File: config.mk
export PLATFORM = sky130hd
export DESIGN_NAME = mmio_controller_flat
export DESIGN_NICKNAME = d
export VERILOG_FILES = /design/src/rtl/mmio_pkg.sv /design/src/rtl/mmio_if.sv /design/src/rtl/mmio_controller_debouncer.sv /design/src/rtl/mmio_controller.sv /design/src/flat_wrapper.sv
export SDC_FILE = /design/constraint.sdc
export NUM_CORES = 1
export LEC_CHECK = 0
export BUFFER_PORTS_ARGS = -buffer_cell sky130_fd_sc_hd__buf_2
export CORE_MARGIN = 3
export CORE_UTILIZATION = 50
export DETAILED_ROUTE_END_ITERATION = 10
export HOLD_SLACK_MARGIN = 0.03
export PLACE_DENSITY_LB_ADDON = 0.2
export SETUP_SLACK_MARGIN = 0.5
export SYNTH_ARGS = -nofsm -noshare
export SYNTH_HDL_FRONTEND = slang
export SYNTH_SLANG_ARGS = --single-unit
File: constraint.sdc
create_clock -name clk -period 7 [get_ports clk]
set_input_delay 0.35 -clock clk [delete_from_list [all_inputs] [get_ports clk]]
set_output_delay 0.35 -clock clk [all_outputs]
set_load 0.05 [all_outputs]
File: src/rtl/mmio_pkg.sv
// Shared definitions for the board I/O block: register map, status/enable bit
// positions and the register-select type produced by the address decoder.
package mmio_pkg;

    localparam int OFF_W = 9;

    localparam logic [OFF_W-1:0] OFF_HEX   = 9'h000;
    localparam logic [OFF_W-1:0] OFF_LEDR  = 9'h004;
    localparam logic [OFF_W-1:0] OFF_LEDG  = 9'h008;
    localparam logic [OFF_W-1:0] OFF_KDATA = 9'h010;
    localparam logic [OFF_W-1:0] OFF_SDATA = 9'h014;
    localparam logic [OFF_W-1:0] OFF_TCNT  = 9'h020;
    localparam logic [OFF_W-1:0] OFF_TLIM  = 9'h024;
    localparam logic [OFF_W-1:0] OFF_KCTRL = 9'h110;
    localparam logic [OFF_W-1:0] OFF_SCTRL = 9'h114;
    localparam logic [OFF_W-1:0] OFF_TCTRL = 9'h120;
    localparam logic [OFF_W-1:0] OFF_IRQEN = 9'h130;

    localparam int IRQ_W   = 3;
    localparam int IRQ_KEY = 0;
    localparam int IRQ_SW  = 1;
    localparam int IRQ_TMR = 2;

    localparam int SCTRL_RDY = 0;
    localparam int SCTRL_OVR = 1;
    localparam int TCTRL_RDY = 0;
    localparam int TCTRL_OVR = 2;

    localparam int TLIM_RST = 1000;

    typedef enum logic [3:0] {
        REG_NONE, REG_HEX, REG_LEDR, REG_LEDG, REG_KDATA, REG_SDATA,
        REG_KCTRL, REG_SCTRL, REG_TCNT, REG_TLIM, REG_TCTRL, REG_IRQEN
    } reg_e;

    function automatic reg_e decode_off(input logic [OFF_W-1:0] off);
        case (off)
            OFF_HEX:   return REG_HEX;
            OFF_LEDR:  return REG_LEDR;
            OFF_LEDG:  return REG_LEDG;
            OFF_KDATA: return REG_KDATA;
            OFF_SDATA: return REG_SDATA;
            OFF_KCTRL: return REG_KCTRL;
            OFF_SCTRL: return REG_SCTRL;
            OFF_TCNT:  return REG_TCNT;
            OFF_TLIM:  return REG_TLIM;
            OFF_TCTRL: return REG_TCTRL;
            OFF_IRQEN: return REG_IRQEN;
            default:   return REG_NONE;
        endcase
    endfunction

endpackage

File: src/rtl/mmio_if.sv
// CPU-side load/store port of the I/O block; the CPU is master, the block is slave.
interface mmio_if #(parameter int DBITS = 32);
    logic [DBITS-1:0] addr;
    logic             wr_en;
    logic [DBITS-1:0] wr_data;
    logic [DBITS-1:0] rd_data;
    logic             rd_hit;

    modport master (output addr, wr_en, wr_data, input  rd_data, rd_hit);
    modport slave  (input  addr, wr_en, wr_data, output rd_data, rd_hit);
endinterface

File: src/rtl/mmio_controller_debouncer.sv
// Two-flop synchroniser followed by a per-bit stability counter; o_chg flags the
// cycle in which a bit of o_q is about to flip.
module io_debouncer #(
    parameter int WIDTH  = 1,
    parameter int CYCLES = 1
) (
    input  logic             clk,
    input  logic             reset,
    input  logic [WIDTH-1:0] i_raw,
    output logic [WIDTH-1:0] o_q,
    output logic [WIDTH-1:0] o_chg
);
    localparam int            CW   = $clog2(CYCLES + 1);
    localparam logic [CW-1:0] LAST = CW'(CYCLES - 1);

    logic [WIDTH-1:0] r_sync1, r_sync2, r_q;
    logic [CW-1:0]    r_cnt [WIDTH];
    logic [WIDTH-1:0] w_flip;

    always_comb begin
        // NOTE: every always_comb output gets a default first, so no path can infer a latch.
        w_flip = '0;
        for (int i = 0; i < WIDTH; i++)
            w_flip[i] = (r_sync2[i] != r_q[i]) && (r_cnt[i] == LAST);
    end

    // NOTE: sequential state uses non-blocking assignments only, so every flop samples pre-edge values.
    always_ff @(posedge clk) begin
        if (reset) begin
            r_sync1 <= '0;
            r_sync2 <= '0;
            r_q     <= '0;
            // NOTE: the counter array is small flop state, not RAM, so it is reset like any register.
            for (int i = 0; i < WIDTH; i++) r_cnt[i] <= '0;
        end else begin
            r_sync1 <= i_raw;
            r_sync2 <= r_sync1;
            for (int i = 0; i < WIDTH; i++) begin
                if (r_sync2[i] == r_q[i] || w_flip[i]) begin
                    r_cnt[i] <= '0;
                end else begin
                    r_cnt[i] <= r_cnt[i] + CW'(1);
                end
                if (w_flip[i]) r_q[i] <= r_sync2[i];
            end
        end
    end

    assign o_q   = r_q;
    assign o_chg = w_flip;
endmodule

File: src/rtl/mmio_controller.sv
// Board I/O register block beside data memory: LED/HEX outputs, debounced KEY/SW
// with sticky event capture, a prescaled interval timer and one maskable irq.
module mmio_controller
    import mmio_pkg::*;
#(
    parameter int               DBITS           = 32,
    parameter logic [DBITS-1:0] ADDR_BASE       = 32'hF000_0000,
    parameter int               NKEY            = 4,
    parameter int               NSW             = 10,
    parameter int               NLEDR           = 10,
    parameter int               NLEDG           = 8,
    parameter int               NHEX            = 4,
    parameter int               DEBOUNCE_CYCLES = 100000,
    parameter int               TIMER_PRESCALE  = 50000
) (
    input  logic              clk,
    input  logic              reset,
    mmio_if.slave             bus,
    input  logic [NKEY-1:0]   key_in,
    input  logic [NSW-1:0]    sw_in,
    output logic [NLEDR-1:0]  ledr,
    output logic [NLEDG-1:0]  ledg,
    output logic [4*NHEX-1:0] hex,
    output logic              irq
);
    localparam int HEXW = 4 * NHEX;
    localparam int PW   = $clog2(TIMER_PRESCALE + 1);

    logic [HEXW-1:0]  r_hex;
    logic [NLEDR-1:0] r_ledr;
    logic [NLEDG-1:0] r_ledg;
    logic [NKEY-1:0]  r_key_rdy, r_key_ovr;
    logic             r_sw_rdy, r_sw_ovr, r_t_rdy, r_t_ovr, r_irq;
    logic [DBITS-1:0] r_tcnt, r_tlim;
    logic [PW-1:0]    r_psc;
    logic [IRQ_W-1:0] r_irqen;

    logic [NKEY-1:0]  w_key_n, w_key_q, w_key_chg, w_key_press, w_kclr_rdy, w_kclr_ovr;
    logic [NSW-1:0]   w_sw_q, w_sw_chg;
    logic             w_sw_evt, w_tick, w_wrap, w_tmr_wr;
    logic [DBITS-1:0] w_tlim_eff, w_rd_data;
    logic [IRQ_W-1:0] w_irq_src;
    reg_e             w_sel;
    logic             w_we_hex, w_we_ledr, w_we_ledg, w_we_tcnt, w_we_tlim;
    logic             w_we_kctrl, w_we_sctrl, w_we_tctrl, w_we_irqen;

    // KEY pins are active-low; inverting first makes 1 = pressed everywhere downstream.
    assign w_key_n = ~key_in;

    io_debouncer #(.WIDTH(NKEY), .CYCLES(DEBOUNCE_CYCLES)) u_key_db (
        .clk(clk), .reset(reset), .i_raw(w_key_n), .o_q(w_key_q), .o_chg(w_key_chg)
    );
    io_debouncer #(.WIDTH(NSW), .CYCLES(DEBOUNCE_CYCLES)) u_sw_db (
        .clk(clk), .reset(reset), .i_raw(sw_in), .o_q(w_sw_q), .o_chg(w_sw_chg)
    );

    assign w_key_press = w_key_chg & ~w_key_q;
    assign w_sw_evt    = |w_sw_chg;

    assign w_sel = (bus.addr[DBITS-1:OFF_W] == ADDR_BASE[DBITS-1:OFF_W])
                 ? decode_off(bus.addr[OFF_W-1:0]) : REG_NONE;

    assign w_we_hex   = bus.wr_en && (w_sel == REG_HEX);
    assign w_we_ledr  = bus.wr_en && (w_sel == REG_LEDR);
    assign w_we_ledg  = bus.wr_en && (w_sel == REG_LEDG);
    assign w_we_tcnt  = bus.wr_en && (w_sel == REG_TCNT);
    assign w_we_tlim  = bus.wr_en && (w_sel == REG_TLIM);
    assign w_we_kctrl = bus.wr_en && (w_sel == REG_KCTRL);
    assign w_we_sctrl = bus.wr_en && (w_sel == REG_SCTRL);
    assign w_we_tctrl = bus.wr_en && (w_sel == REG_TCTRL);
    assign w_we_irqen = bus.wr_en && (w_sel == REG_IRQEN);

    assign w_kclr_rdy = w_we_kctrl ? bus.wr_data[NKEY-1:0]      : '0;
    assign w_kclr_ovr = w_we_kctrl ? bus.wr_data[2*NKEY-1:NKEY] : '0;

    // A TCNT/TLIM store restarts the prescaler and cancels any tick due that cycle.
    assign w_tmr_wr   = w_we_tcnt || w_we_tlim;
    assign w_tlim_eff = (r_tlim == '0) ? DBITS'(1) : r_tlim;
    assign w_tick     = (r_psc == PW'(TIMER_PRESCALE - 1)) && !w_tmr_wr;
    assign w_wrap     = w_tick && (r_tcnt == w_tlim_eff - DBITS'(1));

    assign w_irq_src[IRQ_KEY] = |r_key_rdy;
    assign w_irq_src[IRQ_SW]  = r_sw_rdy;
    assign w_irq_src[IRQ_TMR] = r_t_rdy;

    always_ff @(posedge clk) begin
        if (reset) begin
            r_hex     <= '0;
            r_ledr    <= '0;
            r_ledg    <= '0;
            r_tcnt    <= '0;
            r_tlim    <= DBITS'(TLIM_RST);
            r_psc     <= '0;
            r_key_rdy <= '0;
            r_key_ovr <= '0;
            r_sw_rdy  <= 1'b0;
            r_sw_ovr  <= 1'b0;
            r_t_rdy   <= 1'b0;
            r_t_ovr   <= 1'b0;
            r_irqen   <= '0;
            r_irq     <= 1'b0;
        end else begin
            if (w_we_hex)   r_hex   <= HEXW'(bus.wr_data);
            if (w_we_ledr)  r_ledr  <= NLEDR'(bus.wr_data);
            if (w_we_ledg)  r_ledg  <= NLEDG'(bus.wr_data);
            if (w_we_irqen) r_irqen <= bus.wr_data[IRQ_W-1:0];
            if (w_we_tlim)  r_tlim  <= bus.wr_data;

            if (w_we_tcnt)   r_tcnt <= bus.wr_data;
            else if (w_wrap) r_tcnt <= '0;
            else if (w_tick) r_tcnt <= r_tcnt + DBITS'(1);
            r_psc <= (w_tmr_wr || w_tick) ? '0 : r_psc + PW'(1);

            // Set terms are OR'd after the clear so an event coinciding with a w1c survives.
            r_key_rdy <= (r_key_rdy & ~w_kclr_rdy) | w_key_press;
            r_key_ovr <= (r_key_ovr & ~w_kclr_ovr) | (w_key_press & r_key_rdy);
            r_sw_rdy  <= (r_sw_rdy & ~(w_we_sctrl & bus.wr_data[SCTRL_RDY])) | w_sw_evt;
            r_sw_ovr  <= (r_sw_ovr & ~(w_we_sctrl & bus.wr_data[SCTRL_OVR])) | (w_sw_evt & r_sw_rdy);
            r_t_rdy   <= (r_t_rdy  & ~(w_we_tctrl & bus.wr_data[TCTRL_RDY])) | w_wrap;
            r_t_ovr   <= (r_t_ovr  & ~(w_we_tctrl & bus.wr_data[TCTRL_OVR])) | (w_wrap & r_t_rdy);

            r_irq <= |(r_irqen & w_irq_src);
        end
    end

    always_comb begin
        w_rd_data = '0;
        case (w_sel)
            REG_HEX:   w_rd_data = DBITS'(r_hex);
            REG_LEDR:  w_rd_data = DBITS'(r_ledr);
            REG_LEDG:  w_rd_data = DBITS'(r_ledg);
            REG_KDATA: w_rd_data = DBITS'(w_key_q);
            REG_SDATA: w_rd_data = DBITS'(w_sw_q);
            REG_KCTRL: w_rd_data = DBITS'({r_key_ovr, r_key_rdy});
            REG_SCTRL: begin
                w_rd_data[SCTRL_RDY] = r_sw_rdy;
                w_rd_data[SCTRL_OVR] = r_sw_ovr;
            end
            REG_TCNT:  w_rd_data = r_tcnt;
            REG_TLIM:  w_rd_data = r_tlim;
            REG_TCTRL: begin
                w_rd_data[TCTRL_RDY] = r_t_rdy;
                w_rd_data[TCTRL_OVR] = r_t_ovr;
            end
            REG_IRQEN: w_rd_data = DBITS'(r_irqen);
            default:   w_rd_data = '0;
        endcase
    end

    assign bus.rd_data = w_rd_data;
    assign bus.rd_hit  = (w_sel != REG_NONE);
    assign hex         = r_hex;
    assign ledr        = r_ledr;
    assign ledg        = r_ledg;
    assign irq         = r_irq;
endmodule
File: src/flat_wrapper.sv
// flat-port wrapper written by rule: the top's interface ports become plain ports
module mmio_controller_flat import mmio_pkg::*;
#(
    parameter int               DBITS           = 32,
    parameter logic [DBITS-1:0] ADDR_BASE       = 32'hF000_0000,
    parameter int               NKEY            = 4,
    parameter int               NSW             = 10,
    parameter int               NLEDR           = 10,
    parameter int               NLEDG           = 8,
    parameter int               NHEX            = 4,
    parameter int               DEBOUNCE_CYCLES = 100000,
    parameter int               TIMER_PRESCALE  = 50000
)
  (clk, reset, key_in, sw_in, ledr, ledg, hex, irq, bus_addr, bus_wr_en, bus_wr_data, bus_rd_data, bus_rd_hit);
  mmio_if #(.DBITS(DBITS)) bus_i ();
  input  logic clk;
  input  logic reset;
  input  logic [NKEY-1:0] key_in;
  input  logic [NSW-1:0] sw_in;
  output logic [NLEDR-1:0] ledr;
  output logic [NLEDG-1:0] ledg;
  output logic [4*NHEX-1:0] hex;
  output logic irq;
  input wire logic [$bits(bus_i.addr)-1:0] bus_addr;
  input wire logic [$bits(bus_i.wr_en)-1:0] bus_wr_en;
  input wire logic [$bits(bus_i.wr_data)-1:0] bus_wr_data;
  output wire logic [$bits(bus_i.rd_data)-1:0] bus_rd_data;
  output wire logic [$bits(bus_i.rd_hit)-1:0] bus_rd_hit;
  assign bus_i.addr = bus_addr;
  assign bus_i.wr_en = bus_wr_en;
  assign bus_i.wr_data = bus_wr_data;
  assign bus_rd_data = bus_i.rd_data;
  assign bus_rd_hit = bus_i.rd_hit;
  mmio_controller #(.DBITS(DBITS), .ADDR_BASE(ADDR_BASE), .NKEY(NKEY), .NSW(NSW), .NLEDR(NLEDR), .NLEDG(NLEDG), .NHEX(NHEX), .DEBOUNCE_CYCLES(DEBOUNCE_CYCLES), .TIMER_PRESCALE(TIMER_PRESCALE)) u_core (.clk(clk), .reset(reset), .bus(bus_i), .key_in(key_in), .sw_in(sw_in), .ledr(ledr), .ledg(ledg), .hex(hex), .irq(irq));
endmodule
==> summary.md, run 1 <==
| Metric | Value |
|---|---|
| Outcome | complete, no violations |
| Die footprint | roughly 46,000 um^2 |
| Worst path max stage delay | between 0.7 and 0.8 ns |
| HP Class | primary input to flop |
| Max Slew Vio Count | 0 |
| PwrDens | between 200 and 250 nW/um^2 |
| DRT iter0 DRCs | ~1,700 |
| Worst-margin pin slew | approximately 1.1 ns |
| Minimum clock period | 5.10 ns |
| # Max-Cap Violations | 0 |
| Area leader, netlist | edfxtp_1 |
| CP Max Fanout | 30 |
| Async SR Flop Fraction | 0% |
| Worst EP required | between 7 and 8 ns |
| CP Cell Sequence | or4_1 -> or3_1 -> nor3_2 -> nor2_1 -> ha_1 -> or4b_4 -> a2111oi_0 -> or3b_2 -> a22oi_1 -> nand4_1 -> or4_4 -> nor2_4 -> o32ai_1 |
| Total clock buffers created by CTS | between 40 and 50 |
| CP max-delay cell | nor2_4 |
| Worst r2r src | u_core.r_tlim[14] |
| YS warnings | 0 |
| Most common cell in the netlist | nor2_1 |
| Main synth FF type | edfxtp_1 |
| Area Overhead vs Synth | 16.8% |
| Synth cell count leaders | nor2_1 (368), edfxtp_1 (238), nand2_1 (219) |
| Peak Freq | around 0.20 GHz |
| Crit. End Element | flop |
| Top cells by area, synth | edfxtp_1 (33%), dfxtp_1 (16%), xor2_1 (6.4%), nor2_1 (6.3%), xnor2_1 (5.3%) |
| Dpl hpwl | between 30,000 and 40,000 um |
| Mapped Cells | 2,355 |
| CTS sink cnt | 410 |
| Crit. Startpoint | u_core.r_tlim[14] |
| Max clock buf depth | 3 |
| Yosys reg bits | 410 |
| Post-synthesis sequential area ratio | between 40% and 50% |
| GRT overflow | 0 |
| Root buf cell | clkbuf_16 |
| DRT Wirelength | approximately 56,000 um |
| Avg Cell Area, Syn | just over 9 um^2 |
| Unrepaired setup endpoints after global routing | no |
| DRC errors left | 0 |
| Core area | approximately 43,000 um^2 |
| H-tree Lvls | 2 |
| Final nets | around 2,800 |
| Skew-Pair Late Insertion Delay | ~0.58 ns |
| Synth cell types | 80 |
| Die width | 215 um |
| Die Y | roughly 220 um |
| Hold Path Origin | bus_wr_data[21] |
| Final Hold Vio Count | 0 |
| Final Cycle Share | between 70 and 80% |
| GRT Util Overall | 23.7% |
| Buffers & Inverters on Critical Path | 0 |
| Total power | 5.16 mW |
| Filler cells | ~3,800 |
| CTS tree | yes |
| Post-Syn Area | ~22,000 um^2 |
| Final hold slack | 0.0521 ns |
| Max-slew headroom | between 20% and 30% |
| Placed insts | about 3,200 |
| EDFF count, synth | roughly 240 |
| CP startpoint kind | flop |
| Max VDD drop | roughly 0.21 mV |
| Vias in the first global route | 17,600 |
| Vias | roughly 18,000 |
| CP Data Arrival Time | 5.51 ns |
| First-pass GRT wire length | approximately 90,000 um |
| Worst-path clk slew | 0.06 ns |
| Starting density of the core | 50.8% |
| I/O pin count | approximately 150 |
| Cell Count, Final, Fillers Out | ~3,300 |
| CP delay by family, top | simple AND/OR/NAND/NOR gates |
| Floorplan row count | 76 |
| GPL Wtd Cong | 0.952 |
| Share of layout cells above drive strength 1 | between 9 and 10% |
| First-pass DRT Iterations | 7 |
| Core Util, Final | roughly three fifths |
| IO Port Bufs | 148 |
| Final setup violation count | 0 |
| WL/cell | about 17 um |
| Largest net degree at the start of global routing | 69 |
| Post-route setup TNS | 0 ns |
| Clock skew | 0.0227 ns |
| Post-synth top area share | roughly a third |
| Vias per cell | approximately 5.5 |
| Routed Antenna Nets | 0 |
| Initial antenna violation count | 5 |
| Critical path type | flop to flop |
| Pleak | ~9.3 nW |
[final timing paths]
| path | slack (ns) | to | cells after the start |
|---|---|---|---|
| setup / recovery | 1.90 | u_core.r_tcnt[24] | 13 |
| hold / removal | 0.05 | u_core.r_tlim[21] | 3 |
| setup reg to reg | 1.90 | u_core.r_tcnt[24] | 13 |
| hold reg to reg | 0.44 | u_core.u_key_db.r_sync2[0] | 1 |
[routing by layer]
| layer | wire (um) | vias up | GRT usage, % |
|---|---|---|---|
| met5 | 36 | - | 0 |
| met4 | 1240 | 6 | 6.70 |
| met3 | 5490 | 86 | 6.39 |
| met2 | 25000 | 675 | 37.8 |
| met1 | 24200 | 8605 | 31.9 |
| li1 | - | 8897 | - |
[tightest hold or removal path, stage by stage]
cell and delay, ns:
buf_2 0.11, nand2_1 0.06, a21oi_1 0.06
[cells in the final DEF (no fill, tap or decap), types with 57 or more instances in the layout]
cell type / n
nor2_1: 367
edfxtp_1: 238
conb_1: 238
nand2_1: 219
nand3_1: 190
dfxtp_1: 172
xor2_1: 161
buf_2: 147
xnor2_1: 133
a21oi_1: 111
and3_1: 71
nand4_1: 57
[sequential cells by signal, indices dropped and copies added, names as in the netlist, 8 cells and up]
signal and cells:
u_core.u_sw_db.r_sync1 10, u_core.ledg 8, u_core.u_key_db.r_cnt 68, u_core.r_tcnt 32
u_core.r_psc 16, u_core.u_sw_db.r_cnt 170, u_core.u_sw_db.o_q 10, u_core.u_sw_db.r_sync2 10
u_core.hex 16, u_core.r_tlim 32, u_core.ledr 10
[through the flow]
stage	cell area (um^2)	setup slack, ns
2_1_floorplan	22800	2.96
3_3_place_gp	24000	2.03
3_5_place_dp	24000	1.96
4_1_cts	25600	1.93
5_1_grt	25600	1.69
6_report	25600	1.90
[cells by family (layout without fill, tap and decap cells)]
kind of cell    Yosys count  after routing  synth area share (%)
xor+xnor                295            295                  11.8
flops                   410            410                  48.3
other cells               1            240                0.0171
mux                      24             24                  1.11
compound gates          287            287                  9.24
simple gates           1152           1152                  25.5
buf+inv                 169            323                  3.07
fa+ha+maj                17             17                 0.970
[report_power, final]
| group | switching [mW] | internal (mW) | leakage, nW |
|---|---|---|---|
| sequential | 0.0670 | 2.62 | 3.85 |
| clock | 0.973 | 1.29 | 0.682 |
| combinational | 0.124 | 0.0824 | 4.79 |
[repair_timing]
| item | CTS | global route |
|---|---|---|
| resized for setup | 0 | 0 |
| setup buffers | 0 | 0 |
| hold buffers | 24 | 0 |
| setup endpoints to repair | 0 | 0 |
| endpoints found under the hold margin | 24 | 0 |
[cell type report]
cell class	instances	area (um^2)	area share, %
Timing Repair Buffer	187	1100	4.30
Sequential cell	410	10600	41.4
Clock buffer	74	1320	5.14
Clock inverter	11	82.6	0.323
Inverter	51	191	0.748
Antenna cell	2	5.00	0.0195
Tap cell	585	732	2.86
Multi-Input combinational cell	2013	11600	45.3
(Power assumes the default switching activity.)
==> run 2, diff against run 1 <==
==> constraint.sdc (replaced) <==
create_clock -name clk -period 4.35 [get_ports clk]
set_input_delay 0.2175 -clock clk [delete_from_list [all_inputs] [get_ports clk]]
set_output_delay 0.2175 -clock clk [all_outputs]
set_load 0.05 [all_outputs]
==> summary.md, run 2 (synthesized netlist as in run 1, its figures left out) <==
| Metric | Value |
|---|---|
| Outcome | complete, no violations (unchanged) |
| GRT overflow | 0 (unchanged) |
| Final Hold Vio Count | 0 (unchanged) |
| Max reg flops | 170 (unchanged) |
| Crit. End Element | flop (unchanged) |
| Worst-margin pin slew | 1.06 ns (was 1.14 ns) |
| Max clock buf depth | 3 (unchanged) |
| Vias per cell | 5.41 (was 5.48) |
| IO Port Bufs | 148 (unchanged) |
| Vias in the first global route | 17,800 (was 17,600) |
| GRT Util Overall | 23.3% (was 23.7%) |
| Dpl hpwl | 38,600 um (was 39,700 um) |
| Die width | 215 um (unchanged) |
| Core Util, Final | 61.4% (was 59.3%) |
| Peak Freq | 0.251 GHz (was 0.196 GHz) |
| First-pass DRT Iterations | 5 (was 7) |
| CTS tree | yes (unchanged) |
| DRT Wirelength | 54,600 um (was 55,900 um) |
| Placed insts | 3,241 (was 3,222) |
| Post-route setup TNS | 0 ns (unchanged) |
| Worst-path clk slew | 0.06 ns (about the same) |
| Max VDD drop | 0.397 mV (was 0.210 mV) |
| PwrDens | 325 nW/um^2 (was 201 nW/um^2) |
| First-pass GRT wire length | 89,000 um (was 90,300 um) |
| Final worst setup slack | 0.365 ns (was 1.90 ns) |
| Dpl ws | 0.241 ns (was 1.96 ns) |
| Final setup violation count | 0 (unchanged) |
| Final instance area | 26,500 um^2 (was 25,600 um^2) |
| Filler cells | 3,790 (was 3,817) |
| Floorplan row count | 76 (unchanged) |
| Critical path type | flop to flop (unchanged) |
| Share of layout cells above drive strength 1 | 12.3% (was 9.72%) |
| # Max-Cap Violations | 0 (unchanged) |
| I/O pin count | 149 (unchanged) |
| Starting density of the core | 50.8% (unchanged) |
| Minimum clock period | 3.99 ns (was 5.10 ns) |
| Hold Path Origin | bus_wr_en (was bus_wr_data[21]) |
| Post-DP Area | 24,200 um^2 (was 24,000 um^2) |
| Vias | 18,300 (about the same) |
| Most frequent cells in the layout | nor2_1 (367), edfxtp_1 (238), conb_1 (238), nand2_1 (219), nand3_1 (190) (unchanged) |
| Die footprint | 46,400 um^2 (unchanged) |
| Hold Crit Endpoint | u_core.r_t_rdy (was u_core.r_tlim[21]) |
| CP startpoint kind | flop (unchanged) |
| Total clock buffers created by CTS | 47 (was 46) |
| Reg2Reg Depth | 15 (was 13) |
| Final nets | 2,865 (was 2,807) |
| Unrepaired setup endpoints after global routing | yes (was no) |
| Multi-input logic area | 11,700 um^2 (was 11,600 um^2) |
| Max-slew headroom | 29.5% (was 23.8%) |
| WL/cell | 16.1 um (was 16.8 um) |
| Worst r2r src | u_core.r_tlim[1] (was u_core.r_tlim[14]) |
| Worst reg2reg endpoint | u_core.r_tcnt[25] (was u_core.r_tcnt[24]) |
| Largest net degree at the start of global routing | 98 (was 69) |
| Skew-Pair Late Insertion Delay | 0.58 ns (about the same) |
| Top flop regs | u_core.u_sw_db.r_cnt: 170 flops, u_core.u_key_db.r_cnt: 68 flops (unchanged) |
| Area Overhead vs Synth | 20.8% (was 16.8%) |
| Initial antenna violation count | 1 (was 5) |
| CP Data Arrival Time | 4.41 ns (was 5.51 ns) |
| DRT iter0 DRCs | 1,447 (was 1,716) |
| DRC errors left | 0 (unchanged) |
| CTS sink cnt | 410 (unchanged) |
| Commonest non-fill, non-tap cell in the layout | nor2_1 (unchanged) |
| Worst EP required | 4.77 ns (was 7.41 ns) |
| H-tree Lvls | 2 (unchanged) |
| R2r setup slk | 0.36 ns (was 1.90 ns) |
| Clock skew | 0.0266 ns (was 0.0227 ns) |
| Die Y | 215 um (unchanged) |
| CP Max Fanout | 8 (was 30) |
| Cell Count, Final, Fillers Out | 3,389 (was 3,333) |
| GPL Wtd Cong | 0.903 (was 0.952) |
| Root buf cell | clkbuf_16 (unchanged) |
| Hold path cells | 4 (was 3) |
| Sequential cell area | 10,600 um^2 (about the same) |
| Max Slew Vio Count | 0 (unchanged) |
| Pleak | 9.70 nW (was 9.32 nW) |
| Reg with most FFs | u_core.u_sw_db.r_cnt (unchanged) |
| Core area | 43,200 um^2 (unchanged) |
| Final Cycle Share | 91.6% (was 72.9%) |
| HP Class | primary input to flop (unchanged) |
| Routed Antenna Nets | 0 (unchanged) |
-- run 2: cell types whose count changed in the layout (fill, tap and decap cells not counted), sizes merged --
cell,change
bufinv,+3
clkinv,+4
dlygate4sd3,+22
clkinvlp,+3
inv,+1
diode,-1
clkbuf,-11
buf,+35
-- run 2: worst max-delay path, stage by stage (launching register included) --
cell and delay (ns):
dfxtp_4 0.34, or4_4 0.51, or4_4 0.46, nor3_4 0.16, nor2_1 0.06, ha_2 0.18
or4b_4 0.25, a2111oi_2 0.06, or3b_4 0.38, a22oi_2 0.21, nand4_1 0.12, or4_4 0.56
nor2_4 0.15, buf_6 0.15, buf_12 0.14, o32ai_1 0.10
-- run 2: per-layer routing --
layer	global-route usage, %	vias to the layer above	routed length, um
li1	-	9021	-
met1	30.2	8612	23300
met2	37.6	597	24800
met3	6.25	119	4630
met4	8.83	0	1850
met5	0	-	0
-- run 2: area by class of cell --
| class | count | area share [%] |
|---|---|---|
| diodes | 1 | 0.00945 |
| clock buffers | 63 | 5.05 |
| clock inverters | 22 | 0.775 |
| inverters | 51 | 0.723 |
| multi-input cells | 2013 | 44.1 |
| flip-flops and latches | 410 | 40.1 |
| well taps | 585 | 2.76 |
| repair buffers | 244 | 6.42 |
-- run 2: metrics by stage --
| step | power, mW | hold WS (ns) |
|---|---|---|
| final | 8.61 | 0.107 |
| after global routing | 8.93 | 0.150 |
| after CTS | 8.70 | 0.0555 |
| after detailed placement | 4.70 | 0.376 |
| after global placement | 4.69 | 0.379 |
| after floorplan | 4.59 | 0.284 |
-- run 2: worst max path at each step --
| stage | start | end | slack, ns | cells past startpoint |
|---|---|---|---|---|
| 2_1_floorplan | u_core.r_tlim[11] | u_core.r_tcnt[11] | 0.52 | 16 |
| 3_3_place_gp | u_core.r_tlim[11] | u_core.r_tcnt[17] | 0.30 | 14 |
| 3_5_place_dp | u_core.r_tlim[6] | u_core.r_tcnt[22] | 0.24 | 14 |
| 4_1_cts | u_core.r_tlim[31] | u_core.r_tcnt[22] | 0.38 | 15 |
| 5_1_grt | u_core.r_tlim[28] | u_core.r_tcnt[14] | 0.24 | 16 |
| 6_report | u_core.r_tlim[1] | u_core.r_tcnt[25] | 0.36 | 15 |
-- run 2: power by group --
group          switching [mW]  total (mW)  internal, mW
logic                   0.199       0.345         0.146
clock network            1.61        3.95          2.34
registers               0.106        4.32          4.21
total                    1.92        8.61          6.70
-- run 2: repair_timing --
action | 4_1_cts | 5_1_grt
setup buffers | 12 | 1
cloned | 3 | 0
resized for setup | 31 | 12
hold endpoints to repair | 107 | 0
pin swaps | 1 | 0
endpoints found under the setup margin | 34 | 34
hold buffers | 46 | 0
